## src/rtl/lcg_mac_sequencer_pkg.sv

```systemverilog
// Shared types and constants for the shift-add LCG step sequencer.
package lcg_mac_sequencer_pkg;

  typedef enum logic [1:0] {StIdle, StCalc, StDone} state_e;

  localparam int unsigned DefaultWidth = 64;

  // MMIX (Knuth) LCG constants
  localparam logic [63:0] MmixA = 64'd6364136223846793005;
  localparam logic [63:0] MmixC = 64'd1442695040888963407;

  // Two multiplier bits retire per iteration
  function automatic int unsigned iter_of(input int unsigned width);
    return width / 2;
  endfunction

endpackage

```

## src/rtl/lcg_mac_sequencer_csa3_adder.sv

```systemverilog
// Three-operand carry-save adder with a final carry-propagate stage; purely combinational.
module csa3_adder #(
  parameter int unsigned WIDTH = 64
) (
  input  logic [WIDTH-1:0] a_i,
  input  logic [WIDTH-1:0] b_i,
  input  logic [WIDTH-1:0] c_i,
  input  logic             cin_i,
  output logic [WIDTH:0]   sum_o,
  output logic             cout_o
);

  logic [WIDTH-1:0] sum_bits;
  logic [WIDTH-1:0] carry_bits;
  logic [WIDTH+1:0] total;

  assign sum_bits   = a_i ^ b_i ^ c_i;
  assign carry_bits = (a_i & b_i) | (a_i & c_i) | (b_i & c_i);

  assign total  = {2'b00, sum_bits} + {1'b0, carry_bits, 1'b0} + {{(WIDTH + 1){1'b0}}, cin_i};
  assign sum_o  = total[WIDTH:0];
  assign cout_o = total[WIDTH+1];

endmodule

```

## src/rtl/lcg_mac_sequencer.sv

```systemverilog
// Computes x_next = A*x + C mod 2^WIDTH by radix-4 shift-add through one shared CSA adder.
module lcg_mac_sequencer
  import lcg_mac_sequencer_pkg::*;
#(
  parameter int unsigned WIDTH = DefaultWidth
) (
  input  logic             clk,
  input  logic             rst,
  input  logic             in_valid,
  output logic             in_ready,
  input  logic             in_chain,
  input  logic [WIDTH-1:0] in_seed,
  input  logic [WIDTH-1:0] in_mult,
  input  logic [WIDTH-1:0] in_incr,
  output logic             out_valid,
  input  logic             out_ready,
  output logic [WIDTH-1:0] out_result,
  output logic             busy
);

  localparam int unsigned ITER = iter_of(WIDTH);
  localparam int unsigned CntW = (ITER > 1) ? $clog2(ITER) : 1;

  state_e           state_q, state_d;
  logic [WIDTH-1:0] acc_q, acc_d;
  logic [WIDTH-1:0] x_q, x_d;
  logic [WIDTH-1:0] a_q, a_d;
  logic [WIDTH-1:0] last_q, last_d;
  logic [CntW-1:0]  cnt_q, cnt_d;

  logic [WIDTH-1:0] pp0, pp1;
  logic [WIDTH:0]   sum;
  logic             cout;
  logic             unused_adder;

  assign pp0 = a_q[0] ? x_q : '0;
  assign pp1 = a_q[1] ? (x_q << 1) : '0;

  csa3_adder #(
    .WIDTH (WIDTH)
  ) u_csa3_adder (
    .a_i    (acc_q),
    .b_i    (pp0),
    .c_i    (pp1),
    .cin_i  (1'b0),
    .sum_o  (sum),
    .cout_o (cout)
  );

  // Result is modulo 2^WIDTH; the top sum bit and carry out are dropped
  assign unused_adder = ^{cout, sum[WIDTH]};

  always_comb begin
    state_d   = state_q;
    acc_d     = acc_q;
    x_d       = x_q;
    a_d       = a_q;
    last_d    = last_q;
    cnt_d     = cnt_q;
    in_ready  = 1'b0;
    out_valid = 1'b0;
    busy      = 1'b0;
    unique case (state_q)
      StIdle: begin
        in_ready = 1'b1;
        if (in_valid) begin
          x_d     = in_chain ? last_q : in_seed;
          a_d     = in_mult;
          acc_d   = in_incr;
          cnt_d   = '0;
          state_d = StCalc;
        end
      end
      StCalc: begin
        busy  = 1'b1;
        acc_d = sum[WIDTH-1:0];
        x_d   = x_q << 2;
        a_d   = a_q >> 2;
        cnt_d = cnt_q + 1'b1;
        if (cnt_q == CntW'(ITER - 1)) begin
          last_d  = sum[WIDTH-1:0];
          state_d = StDone;
        end
      end
      StDone: begin
        out_valid = 1'b1;
        if (out_ready) begin
          state_d = StIdle;
        end
      end
      default: state_d = StIdle;
    endcase
  end

  assign out_result = acc_q;

  always_ff @(posedge clk) begin
    if (rst) begin
      state_q <= StIdle;
      acc_q   <= '0;
      x_q     <= '0;
      a_q     <= '0;
      last_q  <= '0;
      cnt_q   <= '0;
    end else begin
      state_q <= state_d;
      acc_q   <= acc_d;
      x_q     <= x_d;
      a_q     <= a_d;
      last_q  <= last_d;
      cnt_q   <= cnt_d;
    end
  end

endmodule

```

## config.mk

```make
export PLATFORM = sky130hd
export DESIGN_NAME = lcg_mac_sequencer
export DESIGN_NICKNAME = d
export VERILOG_FILES = /design/src/rtl/lcg_mac_sequencer_pkg.sv /design/src/rtl/lcg_mac_sequencer_csa3_adder.sv /design/src/rtl/lcg_mac_sequencer.sv
export SDC_FILE = /design/constraint.sdc
export NUM_CORES = 1
export LEC_CHECK = 0
export BUFFER_PORTS_ARGS = -buffer_cell sky130_fd_sc_hd__buf_2
export CORE_MARGIN = 3
export CORE_UTILIZATION = 41
export CTS_CLUSTER_SIZE = 14
export DETAILED_ROUTE_END_ITERATION = 16
export PLACE_DENSITY = 0.73
export SYNTH_ARGS = -nofsm -noshare
export SYNTH_HDL_FRONTEND = slang
export SYNTH_SLANG_ARGS = --single-unit
```

## constraint.sdc

```tcl
create_clock -name clk -period 5.3 [get_ports clk]
set_input_delay 0 -clock clk [delete_from_list [all_inputs] [get_ports clk]]
set_output_delay 0 -clock clk [all_outputs]
set_load 0.02 [all_outputs]
```

After elaboration in Yosys (flattened, before gate mapping)
Index checks and enable logic that the tools add are counted.
{"block": "word_totals", "reg_bits": 263, "in_bits": 197, "output_inout_bits": 67, "word_cells": 44}
{"block": "op_classes", "addsub": 2, "eq_ne": 6, "n_mux": 18, "n_bitwise": 7, "n_reduce_logical": 5}
{"op": "$mux W64", "n": 6}
{"op": "$pmux W64 S2", "n": 3}
{"op": "$and A63 B63 Y63", "n": 3}
{"op": "$xor A64 B64 Y64", "n": 2}
{"op": "$or A63 B63 Y63", "n": 2}
{"op": "$add A64 B64 Y64", "n": 1}
{"op": "$pmux W5 S2", "n": 1}
{"op": "$mux W2", "n": 3}
{"op": "$ne A2 B2 Y1 const B", "n": 3}
{"op": "$pmux W2 S3", "n": 1}
{"op": "$add A5 B1 Y5 const B", "n": 1}
{"op": "$eq A5 B5 Y1 const B", "n": 1}
{"op": "$mux W5", "n": 1}
{"op": "$reduce_and A2 Y1", "n": 2}
{"op": "$mux W1", "n": 3}
{"op": "$reduce_and A3 Y1", "n": 1}
{"op": "$eq A2 B1 Y1 const B", "n": 1}
{"op": "$eq A2 B2 Y1 const B", "n": 1}
{"op": "$logic_not A2 Y1", "n": 1}
{"op": "$reduce_bool A2 Y1", "n": 1}

Logic depth before layout (Yosys ltp)
{"block": "logic_depth", "ltp_word": 6, "ltp_mapped": 16}

Cells and area by module
From an unflattened synthesis, not the netlist that was laid out.
{"block": "unflattened", "cells_unflattened": 2194, "hier_area_um2": 17947.2}
{"module": "lcg_mac_sequencer", "instances": 1, "cells_per_inst": 1461, "area_per_inst_um2": 12253.0}
{"module": "csa3_adder", "instances": 1, "cells_per_inst": 733, "area_per_inst_um2": 5694.2}

Worst setup path before layout
Ideal clock, no wire load.
{"block": "synth_timing", "path_type": "register to register", "from": "reg a_q[1]", "to": "reg last_q[37]", "arrival_time_ps": 3954, "required_ps": 5180, "path_slack_ps": 1226, "path_stages_with_launch": 17, "n_path_buf": 2, "period_less_slack_ps": 4074, "path_cell_list": "dfxtp_1 clkbuf_1 clkbuf_1 nand2_1 fa_1 inv_1 ha_1 fa_1 a21o_1 a221o_1 a221oi_2 nor4b_2 a21oi_4 o21ai_1 a21boi_1 nor4_1 a211o_1"}
{"block": "synth_via", "elab_chain_len": 5}
{"element": "start, declared", "line_no": "lcg_mac_sequencer.sv:27", "text": "logic [WIDTH-1:0] a_q, a_d;"}
{"element": "start signal, assigned", "line_no": "lcg_mac_sequencer.sv:102", "text": "a_q <= '0;"}
{"element": "start signal, assigned", "line_no": "lcg_mac_sequencer.sv:109", "text": "a_q <= a_d;"}
{"element": "$mux W64 (*)", "line_no": "lcg_mac_sequencer.sv:37", "text": "assign pp1 = a_q[1] ? (x_q << 1) : '0;"}
{"element": "$and A63 B63 Y63", "line_no": "lcg_mac_sequencer_csa3_adder.sv:18", "text": "assign carry_bits = (a_i & b_i) | (a_i & c_i) | (b_i & c_i);"}
{"element": "$or A63 B63 Y63 (2 in a row)", "line_no": "lcg_mac_sequencer_csa3_adder.sv:18"}
{"element": "$add A64 B64 Y64 (*)", "line_no": "lcg_mac_sequencer_csa3_adder.sv:20", "text": "assign total = {2'b00, sum_bits} + {1'b0, carry_bits, 1'b0} + {{(WIDTH + 1){1'b0}}, cin_i};"}
{"element": "end signal, assigned", "line_no": "lcg_mac_sequencer.sv:110", "text": "last_q <= last_d;"}
{"element": "end, declared", "line_no": "lcg_mac_sequencer.sv:28", "text": "logic [WIDTH-1:0] last_q, last_d;"}
Mark *: on every way between the ends. The rest lies on a longest branch, timed or not.
A chain may end at the register's enable or synchronous reset.

Worst setup path in the final report
{"block": "layout_timing", "from": "reg a_q[0]", "to": "reg acc_q[56], in the netlist out_result[56]"}
{"block": "layout_via", "elab_chain_len": 6}
{"element": "$mux W64 (*)", "line_no": "lcg_mac_sequencer.sv:36", "text": "assign pp0 = a_q[0] ? x_q : '0;"}
{"element": "$and A63 B63 Y63", "line_no": "lcg_mac_sequencer_csa3_adder.sv:18"}
{"element": "$or A63 B63 Y63 (2 in a row)", "line_no": "lcg_mac_sequencer_csa3_adder.sv:18"}
{"element": "$add A64 B64 Y64 (*)", "line_no": "lcg_mac_sequencer_csa3_adder.sv:20"}
{"element": "$pmux W64 S2 (*)", "line_no": "lcg_mac_sequencer.sv:63", "text": "unique case (state_q)"}
{"element": "end signal, assigned", "line_no": "lcg_mac_sequencer.sv:100", "text": "acc_q <= '0;"}
{"element": "end signal, assigned", "line_no": "lcg_mac_sequencer.sv:107", "text": "acc_q <= acc_d;"}
{"element": "end, declared", "line_no": "lcg_mac_sequencer.sv:25", "text": "logic [WIDTH-1:0] acc_q, acc_d;"}
Marked as above.

==> metrics.txt <==
number of enable flip-flop cells after synthesis 0; number of clock sinks 263; Power Density 250 nW/um^2; latest clock arrival within the worst-skew pair 540 ps; Worst Hold Path Cells 4; hold_sp in_mult[0]; Compound-Gate Fraction of Synth Area 25.4%; grt met2 use 42.3%; TritonRoute pass-1 iters 9; Root Buffer clkbuf_16; PnR worst setup slack 846 ps; Highest Clock Rate 225 MHz; number of global-route vias before repair 18.0k; Core ar. 42500 sq um; FF+latch count, synth 263; normalized max-slew margin 15.5%; Site Rows 75; Worst Reg-to-Reg Cells 12; placed wire-length estimate 41100 um; Final Core Density 53.5%; synth top area cells dfxtp_1 29%, fa_1 7.0%, nand2_1 5.4%; top-area cell type share of the netlist area 29.4%; mapped cell area 17900 sq um; die area 46200 sq um; DRC Markers 0; I/O pin total 264; CP arrival 4840 ps; multiplexer share of the synthesized area 4.57%; port bufs 263; Post-synth top flop dfxtp_1; Synth Area in XOR/XNOR 2.49%; yosys warns 0; Leak 10.1 nW; initial drt markers 2271; nets@finish 2899; Post-Synth Adder-Cell Area 11.6%; Setup TNS 0 ps; critical path class reg -> reg; post-route cell area 22700 sq um; Routed Antenna Nets 0; layout cells sized above 1 19.6%; Horiz. Die Dim 215 um; Starting Density 42.1%; RSZ-0062 raised after global routing false; Mapped Cells 2213; post-synthesis async set-or-reset flop share 0%; critical path required time 5690 ps; distinct cell type count after synthesis 84; reg2reg setup slack 850 ps; CTS Buffer Depth 3; Via-to-Cell Ratio 5.79; Top Usage Layer GRT met2; CTS H-tree depth 2; Hold Vio Cnt, Final 0; Worst setup EP type flip-flop; via count 18.4k; hold-fix buffers at CTS 217; Worst IR Drop VDD 0.000309 V; All-Layer GR Usage 25.6%; final setup vio count 0; syn_area_per_cell 8.10 sq um; Setup Skew 22.3 ps; number of CTS-inserted buffers 34; WL per Instance 19.4 um; sequential share of the synthesized area 29.4%; CTS tree yes; hold endpoint a_q[0]; critical path startpoint category flip-flop; met3 GRT Util 4.24%; largest net degree at the start of global routing 140; reg2reg end out_result[56]; met1 Track Usage GR 35.0%; Max Cap Viol 0; largest family of logic cells by synthesized area compound AO/OA/AOI/OAI gates; Critical Path Fanout Max 25; Area after DPL 19400 sq um; worst-margin pin slew 1260 ps; final wirelength 61600 um; gp weighted congestion 0.942; Antenna Cells 0; Area Overhead vs Synth 26.9%; Syn Nets 2538; pre-CTS WS 938 ps; initial antenna violation count 0; Synth Area in Simple Gates 18.8%; Worst R2R Start a_q[0]; period utilisation layout 84.0%; min Tclk post-route 4450 ps; Post-CTS Resized 0; leading area contributor after synthesis dfxtp_1; clock-pin slew on the worst setup and hold paths 60 ps; Hold Path Class in -> reg; Die Span Y 215 um; postcts setup bufs 0; total grt overflow 0; wire length of the first global-routing pass 97900 um; Final Max Tran Viols 0; status finished clean
## placed cells by master, fill, tap and decap left out, drive strengths merged, types with 28 or more instances in the layout
cell,instances
clkbuf,49
nand3,36
a222oi,93
mux2,62
fa,63
o221a,69
buf,283
a21o,38
nor2b,70
a21oi,195
dlygate4sd3,217
nand2,259
a22oi,28
o21ai,60
nor2,233
nor3,29
dfxtp,263
inv,184
ha,65
## worst max-delay path: stages, from the launching register on
cell	delay, ps
dfxtp_2	620
and2_1	220
fa_1	430
ha_1	410
a21oi_1	110
o21ai_0	350
a31oi_1	210
a211oi_1	660
o21ai_1	270
a21oi_1	340
a21oi_1	180
xnor2_1	340
o22ai_1	130
## cells in the mapped netlist, drive strengths merged (13+ instances only)
library cell	number
dfxtp	263
nor3	29
inv	184
buf	24
mux2	62
nor2b	70
fa	63
and3	13
clkbuf	151
a21oi	195
a21o	38
o22ai	14
nand2	259
xor2	24
nand4	27
o221a	69
o21ai	60
nor2	233
ha	65
o21bai	21
and2	24
a22oi	28
nand3	36
a222oi	93
xnor2	27
## metal layers
layer	up-vias	routed length, um
li1	8594	-
met1	8876	27100
met2	798	28600
met3	100	4470
met4	0	1420
met5	-	0
## through the flow
stage	std cells	hold slack (ps)	power [W]
floorplan	2213	161	0.00292
global placement	2898	259	0.00324
detailed placement	2898	266	0.00326
CTS	3175	19.2	0.00569
global route	3175	73.9	0.00591
finish	3175	33.6	0.00567
## flip-flops by register name, indices dropped and copies added, names as in the netlist
name,flops
last_q,64
out_result,64
a_q,64
cnt_q,5
state_q,2
x_q,64
## report_power, final
part | total [W] | internal (W) | switching (W)
clock network | 0.00230 | 0.00137 | 0.000924
logic | 0.00118 | 0.000501 | 0.000683
registers | 0.00219 | 0.00209 | 0.000100
## cell families (layout without fill, tap and decap cells)
group                    after synthesis  count (layout)
multiplexers                          74              74
buffers and inverters                360             745
XOR/XNOR                              51              51
AO/OA/AOI/OAI                        602             602
flip-flops                           263             263
adder cells (fa/ha/maj)              128             128
AND/OR/NAND/NOR                      735             735
## cell type report
| type | instances | area (sq um) |
|---|---|---|
| Timing Repair Buffer | 500 | 3640 |
| Sequential cell | 263 | 5270 |
| Inverter | 185 | 697 |
| Multi-Input combinational cell | 1590 | 11300 |
| Tap cell | 577 | 722 |
| Clock buffer | 49 | 1010 |
| Fill cell | 3865 | 19800 |
| Clock inverter | 11 | 98.8 |
## worst max-delay path by stage
stage	from	cells past startpoint	to
floorplan	a_q[1]	16	last_q[37]
CTS	a_q[0]	15	out_result[11]
detailed placement	a_q[0]	14	last_q[37]
global route	a_q[0]	15	out_result[11]
global placement	a_q[0]	14	last_q[37]
finish	a_q[0]	12	out_result[56]
Note: power is estimated with default switching activity, not from simulation.
